### config.mk
export PLATFORM = sky130hd
export DESIGN_NAME = devil_snoop_responder
export DESIGN_NICKNAME = d
export VERILOG_FILES = /design/src/rtl/devil_snoop_responder.sv
export SDC_FILE = /design/constraint.sdc
export NUM_CORES = 1
export LEC_CHECK = 0
export BUFFER_PORTS_ARGS = -buffer_cell sky130_fd_sc_hd__buf_4
export CAP_MARGIN = 20
export CORE_ASPECT_RATIO = 1.5
export CORE_MARGIN = 1.5
export CORE_UTILIZATION = 35
export CTS_CLUSTER_SIZE = 16
export DETAILED_ROUTE_END_ITERATION = 8
export HOLD_SLACK_MARGIN = 0.15
export PLACE_DENSITY = 0.6
export SKIP_LAST_GASP = 1
export SYNTH_ARGS = -nofsm -noshare
export SYNTH_HDL_FRONTEND = slang
export SYNTH_SLANG_ARGS = --single-unit
export TNS_END_PERCENT = 100
### constraint.sdc
create_clock -name clk_100MHz -period 2.8 [get_ports clk_100MHz]
set_clock_uncertainty 0.1 [all_clocks]
set_input_delay 0.14 -clock clk_100MHz [delete_from_list [all_inputs] [get_ports clk_100MHz]]
set_output_delay 0.14 -clock clk_100MHz [all_outputs]
set_load 0.05 [all_outputs]
### src/rtl/devil_snoop_responder.sv
// ACE snoop-channel responder: accepts every AC snoop, queues it with its hit
// classification and returns one CR per snoop in order, delayed/fuzzed on hits.
module devil_snoop_responder #(
  parameter int unsigned ADDR_W     = 44,
  parameter int unsigned DELAY_W    = 16,
  parameter int unsigned NUM_FLT    = 4,
  parameter int unsigned FIFO_DEPTH = 4,
  parameter logic [4:0]  LFSR_SEED  = 5'h1F
) (
  input  logic                      clk_100MHz,
  input  logic                      reset,
  input  logic                      acvalid,
  output logic                      acready,
  input  logic [ADDR_W-1:0]         acaddr,
  input  logic [3:0]                acsnoop,
  output logic                      crvalid,
  input  logic                      crready,
  output logic [4:0]                crresp,
  input  logic                      cfg_en,
  input  logic                      cfg_func,
  input  logic                      cfg_test,
  input  logic [4:0]                cfg_crresp,
  input  logic [DELAY_W-1:0]        cfg_delay,
  input  logic                      cfg_acflt_en,
  input  logic [3:0]                cfg_acsnoop,
  input  logic                      cfg_addrflt_en,
  input  logic [NUM_FLT-1:0]        cfg_flt_en,
  input  logic [NUM_FLT*ADDR_W-1:0] cfg_flt_base,
  input  logic [NUM_FLT*32-1:0]     cfg_flt_size,
  input  logic                      done_clr,
  output logic                      done,
  output logic [31:0]               hit_cnt
);

  localparam int unsigned PTR_W = $clog2(FIFO_DEPTH);
  localparam int unsigned CNT_W = $clog2(FIFO_DEPTH + 1);
  localparam int unsigned CMP_W = ADDR_W + 1;

  typedef enum logic [1:0] {ST_IDLE, ST_WAIT, ST_RESP} state_e;

  state_e              state_q, state_d;
  logic [DELAY_W-1:0]  cnt_q, cnt_d;
  logic                acready_q, acready_d;
  logic                crvalid_q, crvalid_d;
  logic [4:0]          crresp_q, crresp_d;
  logic                done_q, done_d;
  logic [31:0]         hit_cnt_q, hit_cnt_d;
  logic                latch_q, latch_d;
  logic [4:0]          lfsr_q, lfsr_d;
  logic [PTR_W-1:0]    wr_ptr_q, wr_ptr_d, rd_ptr_q, rd_ptr_d;
  logic [CNT_W-1:0]    count_q, count_d;
  logic [FIFO_DEPTH-1:0] mem_hit_q, mem_hit_d, mem_os_q, mem_os_d;

  logic               push_c, pop_c, head_hit_c, head_os_c, ac_hit_c;
  logic [4:0]         resp_val_c;
  logic [CMP_W-1:0]   addr_ext_c;
  logic [NUM_FLT-1:0] win_match_c;

  assign acready = acready_q;
  assign crvalid = crvalid_q;
  assign crresp  = crresp_q;
  assign done    = done_q;
  assign hit_cnt = hit_cnt_q;

  assign push_c     = acvalid && acready_q;
  assign pop_c      = (state_q == ST_RESP) && crready;
  assign head_hit_c = mem_hit_q[rd_ptr_q];
  assign head_os_c  = mem_os_q[rd_ptr_q];
  assign addr_ext_c = {1'b0, acaddr};

  // Window compare one bit wider than the address so base+size never wraps.
  for (genvar i = 0; i < NUM_FLT; i++) begin : g_win
    logic [CMP_W-1:0] lo_c, size_c, hi_c;
    assign lo_c   = {1'b0, cfg_flt_base[i*ADDR_W +: ADDR_W]};
    assign size_c = CMP_W'(cfg_flt_size[i*32 +: 32]);
    assign hi_c   = lo_c + size_c;
    assign win_match_c[i] = cfg_flt_en[i] && (size_c != '0) &&
                            (addr_ext_c >= lo_c) && (addr_ext_c < hi_c);
  end

  assign ac_hit_c = cfg_en &&
                    (!cfg_acflt_en || (acsnoop == cfg_acsnoop)) &&
                    (!cfg_addrflt_en || (|win_match_c)) &&
                    (cfg_func || !latch_q);

  assign resp_val_c = !head_hit_c ? 5'b00000 : (cfg_test ? cfg_crresp : lfsr_q);

  // Outstanding-snoop FIFO: only the hit/one-shot tags need storing.
  always_comb begin
    wr_ptr_d  = wr_ptr_q;
    rd_ptr_d  = rd_ptr_q;
    count_d   = count_q;
    mem_hit_d = mem_hit_q;
    mem_os_d  = mem_os_q;
    if (push_c) begin
      mem_hit_d[wr_ptr_q] = ac_hit_c;
      mem_os_d[wr_ptr_q]  = ac_hit_c && !cfg_func;
      wr_ptr_d            = wr_ptr_q + PTR_W'(1);
    end
    if (pop_c) begin
      rd_ptr_d = rd_ptr_q + PTR_W'(1);
    end
    case ({push_c, pop_c})
      2'b10:   count_d = count_q + CNT_W'(1);
      2'b01:   count_d = count_q - CNT_W'(1);
      default: count_d = count_q;
    endcase
    acready_d = (count_d != CNT_W'(FIFO_DEPTH));
  end

  // Status: a clear and a coincident set resolve in favour of the set.
  always_comb begin
    latch_d   = done_clr ? 1'b0 : latch_q;
    done_d    = done_clr ? 1'b0 : done_q;
    hit_cnt_d = done_clr ? 32'd0 : hit_cnt_q;
    if (push_c && ac_hit_c && !cfg_func) begin
      latch_d = 1'b1;
    end
    if (pop_c && head_os_c) begin
      done_d = 1'b1;
    end
    if (pop_c && head_hit_c && (hit_cnt_d != 32'hFFFF_FFFF)) begin
      hit_cnt_d = hit_cnt_d + 32'd1;
    end
    lfsr_d = cfg_en ? {lfsr_q[3:0], lfsr_q[4] ^ lfsr_q[2]} : lfsr_q;
  end

  // Response FSM: crresp is captured on the transition into RESP.
  always_comb begin
    state_d   = state_q;
    cnt_d     = cnt_q;
    crvalid_d = crvalid_q;
    crresp_d  = crresp_q;
    unique case (state_q)
      ST_IDLE: begin
        if (count_q != '0) begin
          if (head_hit_c && (cfg_delay != '0)) begin
            cnt_d   = cfg_delay;
            state_d = ST_WAIT;
          end else begin
            state_d   = ST_RESP;
            crvalid_d = 1'b1;
            crresp_d  = resp_val_c;
          end
        end
      end
      ST_WAIT: begin
        if (cnt_q == DELAY_W'(1)) begin
          state_d   = ST_RESP;
          crvalid_d = 1'b1;
          crresp_d  = resp_val_c;
        end else begin
          cnt_d = cnt_q - DELAY_W'(1);
        end
      end
      ST_RESP: begin
        if (crready) begin
          state_d   = ST_IDLE;
          crvalid_d = 1'b0;
        end
      end
      default: begin
        state_d   = ST_IDLE;
        crvalid_d = 1'b0;
      end
    endcase
  end

  always_ff @(posedge clk_100MHz or posedge reset) begin
    if (reset) begin
      state_q   <= ST_IDLE;
      cnt_q     <= '0;
      acready_q <= 1'b0;
      crvalid_q <= 1'b0;
      crresp_q  <= 5'b00000;
      done_q    <= 1'b0;
      hit_cnt_q <= 32'd0;
      latch_q   <= 1'b0;
      lfsr_q    <= LFSR_SEED;
      wr_ptr_q  <= '0;
      rd_ptr_q  <= '0;
      count_q   <= '0;
      mem_hit_q <= '0;
      mem_os_q  <= '0;
    end else begin
      state_q   <= state_d;
      cnt_q     <= cnt_d;
      acready_q <= acready_d;
      crvalid_q <= crvalid_d;
      crresp_q  <= crresp_d;
      done_q    <= done_d;
      hit_cnt_q <= hit_cnt_d;
      latch_q   <= latch_d;
      lfsr_q    <= lfsr_d;
      wr_ptr_q  <= wr_ptr_d;
      rd_ptr_q  <= rd_ptr_d;
      count_q   <= count_d;
      mem_hit_q <= mem_hit_d;
      mem_os_q  <= mem_os_d;
    end
  end

endmodule

Word level (Yosys, flattened, before mapping)
Index checks and enable logic that the tools add are counted.
Storage, ports and cells
  bits in registers: 79
  output and inout port bits: 40
  word-level logic and storage cells: 131
Cells by class
  add/sub/neg operators: 10
  $lt $le $gt $ge: 11
  equal/unequal tests: 14
  multiplexer cells: 34
  bitwise operators: 1
  reductions and logical operators: 47
Operators by type and width (count)
  adder 44 x 32 -> 45 bit: 4
  < comparator 44 x 45 -> 1 bit: 4
  nonzero test 45 bit: 4
  greater-or-equal comparator 44 bit: 4
  2-to-1 mux 32 bit: 2
  2-to-1 mux 16 bit: 3
  adder 32 x 1 -> 32 bit, second input constant: 1
  != test 32 bit, second input constant: 1
  one-hot mux 16 bit (2 select lines): 1
  logical AND 1 bit: 25
  2-to-1 mux 5 bit: 5
  equality test 16 x 1 -> 1 bit, second input constant: 1
  nonzero test 16 bit: 1
  subtractor 16 x 1 -> 16 bit, second input constant: 1
  != test 2 bit, second input constant: 6
  AND reduction 4 bit: 3
  2-to-1 mux 1 bit: 10
  one-hot mux 5 bit (2 select lines): 1
  bitwise mux 4 bit: 2
  2-to-1 mux 2 bit: 4
  < comparator 2 x 3 -> 1 bit, second input constant: 2
  one-hot mux 2 bit (3 select lines): 1
  one-hot mux 3 bit (2 select lines): 1
  nonzero test 2 bit: 3
  18 further kinds: 27

Depth between registers and ports, before layout
Gate-level depths: netlist of run 1.
  depth in word-level cells: 11
  mapped depth: 25
  mapped depth without buffers: 24

Worst setup path after synthesis of run 1
OpenSTA, ideal clock, no wires.
  kind: input-to-reg
  from: in cfg_flt_base[132]
  to: reg latch_q
  library setup time: 0.137 ns
  arrival time: 4.796 ns
  required time: 2.563 ns
  path slack: -2.233 ns
  stages: 24
  path through: ha_1 > inv_1 > fa_1 > nor2b_1 > o31ai_2 > a311oi_1 > a221oi_1 > o21ai_1 > a41oi_1 > o31ai_1 > nand2_1 > nor4_1 > xnor2_1 > ha_1 > a21oi_1 > o221ai_1 > a41oi_1 > or4_1 > o32ai_1 > o41ai_1 > a2111oi_0 > o311a_1 > buf_6 > o32ai_1
Between the ends
  longest elaborated chain between the ends: 10
  elaborated cells between the ends (all ways): 13
  those cells by class: 1 x add/sub; 2 x order compare; 1 x mux; 9 x reduce/logical
RTL lines
  start, declared: RTL line 28  | input logic [NUM_FLT*ADDR_W-1:0] cfg_flt_base,
  adder 44 x 32 -> 45 bit / greater-or-equal comparator 44 bit (equally long branches): RTL line 76, 78
  < comparator 44 x 45 -> 1 bit / logical AND 1 bit (equally long branches): RTL line 78, 77
  logical AND 1 bit *: RTL line 78  | (addr_ext_c >= lo_c) && (addr_ext_c < hi_c);
  OR reduction 4 bit *: RTL line 83  | (!cfg_addrflt_en || (|win_match_c)) &&
  logical OR 1 bit *: RTL line 83
  logical AND 1 bit *: RTL line 82  | (!cfg_acflt_en || (acsnoop == cfg_acsnoop)) &&
  logical AND 1 bit *: RTL line 83
  logical AND 1 bit * (2 in series): RTL line 116  | if (push_c && ac_hit_c && !cfg_func) begin
  2-to-1 mux 1 bit / nonzero test 2 bit (equally long branches)
  end signal, assigned: RTL line 193  | latch_q <= latch_d;
  end, declared: RTL line 48  | logic latch_q, latch_d;
Mark *: on every way between the ends. The rest lies on a longest branch, timed or not.
A chain may end at the register's enable or synchronous reset.

Final worst setup path of run 1
  from: in cfg_flt_base[55]
  to: reg mem_hit_q[0]
Between the ends
  longest elaborated chain between the ends: 8
  elaborated cells between the ends (all ways): 10
  those cells by class: 1 x add/sub; 2 x order compare; 1 x mux; 6 x reduce/logical
RTL lines
  adder 44 x 32 -> 45 bit / greater-or-equal comparator 44 bit (equally long branches): RTL line 76, 78
  < comparator 44 x 45 -> 1 bit / logical AND 1 bit (equally long branches): RTL line 78, 77
  logical AND 1 bit *: RTL line 78
  OR reduction 4 bit *: RTL line 83
  logical OR 1 bit *: RTL line 83
  logical AND 1 bit *: RTL line 82
  logical AND 1 bit *: RTL line 83
  bitwise mux 4 bit *: RTL line 96  | mem_hit_d[wr_ptr_q] = ac_hit_c;
  end signal, assigned: RTL line 198  | mem_hit_q <= mem_hit_d;
  end, declared: RTL line 52  | logic [FIFO_DEPTH-1:0] mem_hit_q, mem_hit_d, mem_os_q, mem_os_d;
Marked as above.

==> impl_metrics.ini, run 1 <==
[synth]
synthTopCellsByCount = 484 x ha_1, 238 x a21oi_1, 233 x inv_1
async_flop_share_pct = 100.0
synthCells = 2473
synth_flop_cell = dfrtp_1
synth.cell_area_sq_um = 19300
synth_edf_count = 0
ys_seq_area_share_pct = 10.27
synth_area_leaders = ha_1 31%, dfrtp_1 9.6%, a21oi_1 6.2%
yosysUniqueCellTypes = 85
ys_warn_count = 0
syn_area_per_cell_sq_um = 7.806
synth-seq-cells = 79
synth_top_area_share_pct = 31.37
yosys.cell_count.top_type = ha_1
syn_nets = 3353
synth_top_cell_by_area = ha_1

[detailed_routing]
viasPerCell = 5.358
routed_wl_um = 84680
drtIter0Drc = 782
drtPass1Iterations = 5
wl_per_cell_um = 19.41
drc_errors = 0
ant_nets = 0
vias = 23377

[setup_path]
cp_slowest_cell = or4_4
cp_common_cell = buf_4
slowest_delay_ps = 560
worst-path-max-fanout = 5
cp.arrival_ps = 4820
critical_path.top_delay_family = compound AO/OA/AOI/OAI gates
startpoint_type = input pin
path_buf_inv = 4
cp-startpoint = cfg_flt_base[55]
crit_chain = buf_4 -> ha_4 -> a21o_2 -> a21o_1 -> a221o_1 -> a221o_1 -> buf_4 -> buf_4 -> a21o_1 -> a21oi_2 -> o21bai_1 -> a21oi_2 -> xnor2_1 -> ha_1 -> nand4_1 -> or4_4 -> o221ai_2 -> a221oi_2 -> a2111oi_2 -> o311a_1 -> buf_6 -> o41ai_2
r2r-start = hit_cnt[17]
criticalPathCategory = in -> reg
crit_required_ps = 2910
r2r-end = hit_cnt[29]
rr_worst_depth = 10
r2r_slack_ps = 160
end_kind = register

[global_route]
grt_overflow_total = 0
grt_max_degree = 30
grt_antenna_before_repair = 10
grt_pass1_vias = 24576
grt_util_all_layers_pct = 29.20
grt_pass1_wl_um = 129900

[sta]
tightestPinTransition_ps = 1002
min_period_ps = 4709
holdWs_ps = 163.6
rsz0062_at_grt = true
slew_violations = 0
relSlewSlack_pct = 33.20
postLayoutSetupSlackWorst_ps = -1909
hold_violations = 0
fmax_mhz = 212.4
fin_crit_sh_pct = 168.2
setup_violations = 9

[run_status]
status = complete, but fails checks
violations = setup timing

[pwr]
ir_drop_v = 0.0006970
p_leak_nw = 15.81
p_per_area_nw_per_um2 = 329.5
design_power_total_mw = 9.957

[placed_design]
dpl_worst_slack_ps = -2733
io_buffers = 430
gp_congestion = 1.022
dpl.hpwl_um = 74830

[layout]
area_growth_pct = 56.55
fin_nets = 4537
layout-drive-gt1-share_pct = 36.81
fin_util_pct = 55.30

[clock_network]
cts_buffer_depth = 2
htree_levels = 3
worstSkewPairLatency_ps = 350
clockRootBuffer = clkbuf_16
cts_made_buffers = 9
clock_sinks = 79
path_clk_slew_ps = 60
cts_tree = built

[floorplan]
start_util_pct = 35.32
die_h_um = 290.6
design.portCount = 431
fp.dieW_um = 194.8
die_area_sq_um = 56600
placementRows = 105
core_area_sq_um = 54650

[min_path]
hold_end = crresp[3]
hold_start = cfg_test
whs_path_depth = 4
hp-class = in -> reg

[job]
drv_cap = 0
[routing by layer]
layer  track usage [%]  wire length [um]
met4             15.09              4937
met5                 0                74
met1             29.88             30970
met3             5.269              5325
met2             55.90             43370
[worst max-delay path by stage]
stage	end	slack, ps	cells after the start
5_1_grt	mem_hit_q[0]	-2110	26
4_1_cts	mem_hit_q[0]	-1970	27
3_5_place_dp	mem_os_q[1]	-2730	27
2_1_floorplan	latch_q	-1900	24
3_3_place_gp	latch_q	-2590	26
6_report	mem_hit_q[0]	-1910	22
[metrics by stage]
step	std cells	setup TNS [ps]	area [sq um]
CTS	4349	-17570	29790
floorplan	2473	-17010	19420
global placement	4300	-23200	28890
detailed placement	4300	-24070	28890
global route	4360	-18900	30210
finish	4363	-17020	30220
[state kept, by name, summed over array words and instances (netlist names)]
signal,count
wr_ptr_q,2
done,1
acready,1
crvalid,1
mem_hit_q,4
mem_os_q,4
lfsr_q,5
count_q,3
latch_q,1
state_q,2
rd_ptr_q,2
crresp,5
cnt_q,16
hit_cnt,32
[where the power goes]
part	total, mW	internal (mW)	switching [mW]
registers	1.76	1.49	0.274
logic	6.99	3.44	3.55
clock network	1.21	0.713	0.492
total	9.96	5.64	4.32
[logic make-up after synthesis]
kind of cell | Yosys count | share of synthesized area [%]
flip-flops | 79 | 10.27
multiplexers | 12 | 0.8166
AND/OR/NAND/NOR | 718 | 18.98
adder cells (fa/ha/maj) | 489 | 31.89
XOR/XNOR | 199 | 9.028
buffers and inverters | 257 | 5.049
AO/OA/AOI/OAI | 719 | 23.96
[cells in the final DEF (no fill, tap or decap), types with 8 or more instances in the layout]
cell,instances
buf_4,1160
ha_1,477
inv_1,229
a21oi_1,224
nand2_1,168
nor2_1,146
o21ai_0,126
xnor2_1,114
a21o_1,110
xor2_1,85
nand3_1,72
nand4_1,71
dfrtp_1,62
nor4_1,46
nand2b_1,41
nor3_1,33
nor2b_1,31
dlygate4sd3_1,27
a211oi_1,20
and3_1,20
o21a_1,18
o211ai_1,17
a21oi_2,15
and4_1,14
or3_1,13
o21bai_1,13
a31oi_1,13
dfrtp_2,12
mux2_2,10
and2_1,10
a211o_1,10
a2111oi_0,9
clkbuf_16,9
o21ai_1,8
o41ai_2,8
[timing repair]
action,4_1_cts,5_1_grt
gates cloned,1,0
pin swaps,52,62
buffers inserted,7,8
hold endpoints to repair,66,0
resized for setup,60,77
hold buffers,27,0
setup endpoints to repair,9,22
[final cells by class]
class / count / area [sq um]
antenna: 6 / 15.01
clock buffer: 11 / 242.7
clock inverter: 5 / 57.56
fill: 5244 / 24430
inverter: 234 / 878.3
multi-input combinational: 2137 / 17060
sequential: 79 / 1998
tap: 695 / 869.6
timing repair buffer: 1196 / 9105
[tightest hold or removal path, delay by kind of cell]
family	cells	cell delay (ps)
and+or+nand+nor	1	50
buffers and inverters	1	120
AOI/OAI and AO/OA	1	130
muxes	1	150
(Power assumes the default switching activity.)
==> run 2: changes to the inputs <==
Settings changed: SKIP_CTS_REPAIR_TIMING set to 1.
==> run 2 against run 1 <==
  * The flow still finishes with violations (setup timing)
  * Critical path type unchanged
  * Core utilization fell by 0.80 points
  * Via count fell by 0.42%
  * Final cell count fell by 0.37%
  * Clock power barely moved
  * Maximum frequency fell by 2.7%
  * Largest cell class unchanged
  * Global-route usage fell by 0.29 points
==> impl_metrics.ini, run 2 (synthesized netlist as in run 1, its figures left out) <==
[layout]
layout_commonest_cell = buf_4
nFillCells = 5288
fin_util_pct = 54.50
area_growth_pct = 54.28
layout-drive-gt1-share_pct = 35.32
largest_reg_flops = 32
fin_cells = 4347
final_area_sq_um = 29780
fin_nets = 4519
final_cell_mix = 1,149 x buf_4, 483 x ha_1, 231 x inv_1

[placed_design]
place_area_sq_um = 28890
dpl.hpwl_um = 74830
dp.cells = 4300
gp_congestion = 1.022
dpl_worst_slack_ps = -2733
io_buffers = 430

[min_path]
hold_end = hit_cnt[9]
whs_path_depth = 2
hold_start = done_clr
hp-class = in -> reg

[run_status]
status = complete, but fails checks
violations = setup timing

[sta]
postLayoutSetupSlackWorst_ps = -2039
tightestPinTransition_ps = 1001
min_period_ps = 4839
fmax_mhz = 206.6
relSlewSlack_pct = 33.29
slew_violations = 0
hold_violations = 0
fin_crit_sh_pct = 172.8
setup_violations = 9
rsz0062_at_grt = true

[setup_path]
worst-path-max-fanout = 5
critical_path.top_delay_family = compound AO/OA/AOI/OAI gates
cp.arrival_ps = 4990
rr_worst_depth = 10
r2r-end = hit_cnt[29]
criticalPathCategory = in -> reg
slowest_delay_ps = 350
crit_chain = buf_4 -> ha_1 -> nand3_1 -> o2111ai_1 -> a211oi_2 -> o31ai_2 -> a221oi_2 -> o31ai_2 -> a31oi_1 -> o31a_1 -> buf_4 -> nor3b_2 -> xnor2_1 -> ha_1 -> nor2b_1 -> o21ai_0 -> nand3_1 -> nor3_1 -> o21ai_0 -> a31oi_1 -> a2111oi_2 -> o311a_1 -> buf_6 -> o41ai_2
cp_slowest_cell = o31ai_2
startpoint_type = input pin
path_buf_inv = 3
crit_required_ps = 2950
r2r_slack_ps = 150
end_kind = register
r2r-start = hit_cnt[17]

[clock_network]
cts_made_buffers = 9
cts_tree = built
htree_levels = 3
clockRootBuffer = clkbuf_16
worstSkewPairLatency_ps = 350
cts_buffer_depth = 2
path_clk_slew_ps = 60
clock_sinks = 79

[detailed_routing]
vias = 23278
routed_wl_um = 83780
wl_per_cell_um = 19.27
drtPass1Iterations = 5
viasPerCell = 5.355
drtIter0Drc = 716
ant_nets = 0
drc_errors = 0

[job]
drv_cap = 0

[floorplan]
fp.dieW_um = 194.8
design.portCount = 431
placementRows = 105
die_area_sq_um = 56600
start_util_pct = 35.32
die_h_um = 290.6
core_area_sq_um = 54650

[global_route]
grt_util_all_layers_pct = 28.91
grt_pass1_wl_um = 128600
grt_max_degree = 30
grt_pass1_vias = 24245
grt_antenna_before_repair = 13
grt_overflow_total = 0

[pwr]
design_power_total_mw = 9.798
p_per_area_nw_per_um2 = 329.0
p_leak_nw = 15.71
ir_drop_v = 0.0006933
## run 2: worst max-delay path by stage
stage,to,from,cells past startpoint
finish,mem_hit_q[2],cfg_flt_size[68],24
global route,mem_hit_q[2],cfg_flt_base[3],25
CTS,mem_os_q[1],cfg_flt_base[132],27
detailed placement,mem_os_q[1],cfg_flt_base[132],27
global placement,latch_q,cfg_flt_base[132],26
floorplan,latch_q,cfg_flt_base[132],24
## run 2: per-stage QoR
step	hold slack, ps	setup TNS [ps]
after floorplan	176.0	-17010
after global placement	116.8	-23200
after detailed placement	141.8	-24070
after CTS	-239.2	-21020
after global routing	64.45	-20810
final	41.32	-17950
## run 2: layer usage
layer | global-route usage (%) | wire [um] | share of wire (%)
met5 | 0 | 82 | 0.098
met4 | 14.84 | 4799 | 5.7
met3 | 5.385 | 5424 | 6.5
met2 | 55.19 | 42910 | 51
met1 | 29.63 | 30570 | 36
## run 2: area by class of cell
class	count	area [sq um]	share of cell area, %
diodes	8	20.02	0.06722
clock buffers	11	242.7	0.8150
clock inverters	5	57.56	0.1932
inverters	234	880.8	2.957
multi-input cells	2137	16760	56.28
flip-flops and latches	79	1998	6.709
well taps	695	869.6	2.920
repair buffers	1178	8951	30.05
## run 2: power by group
group          leakage [nW]  internal [mW]  switching, mW
Combinational          14.6           3.37           3.47
Clock                 0.138          0.713          0.488
Sequential             1.00           1.49          0.273
## run 2: worst register-to-register path, cell delays in order (launching register included)
cell and delay, ps:
dfrtp_2 440, and4_1 220, and3b_1 210, nor3b_2 190, a31oi_4 250, nand4_4 140
nor4_4 360, and2_2 270, nand4_1 130, xor2_1 160, nor2_1 60
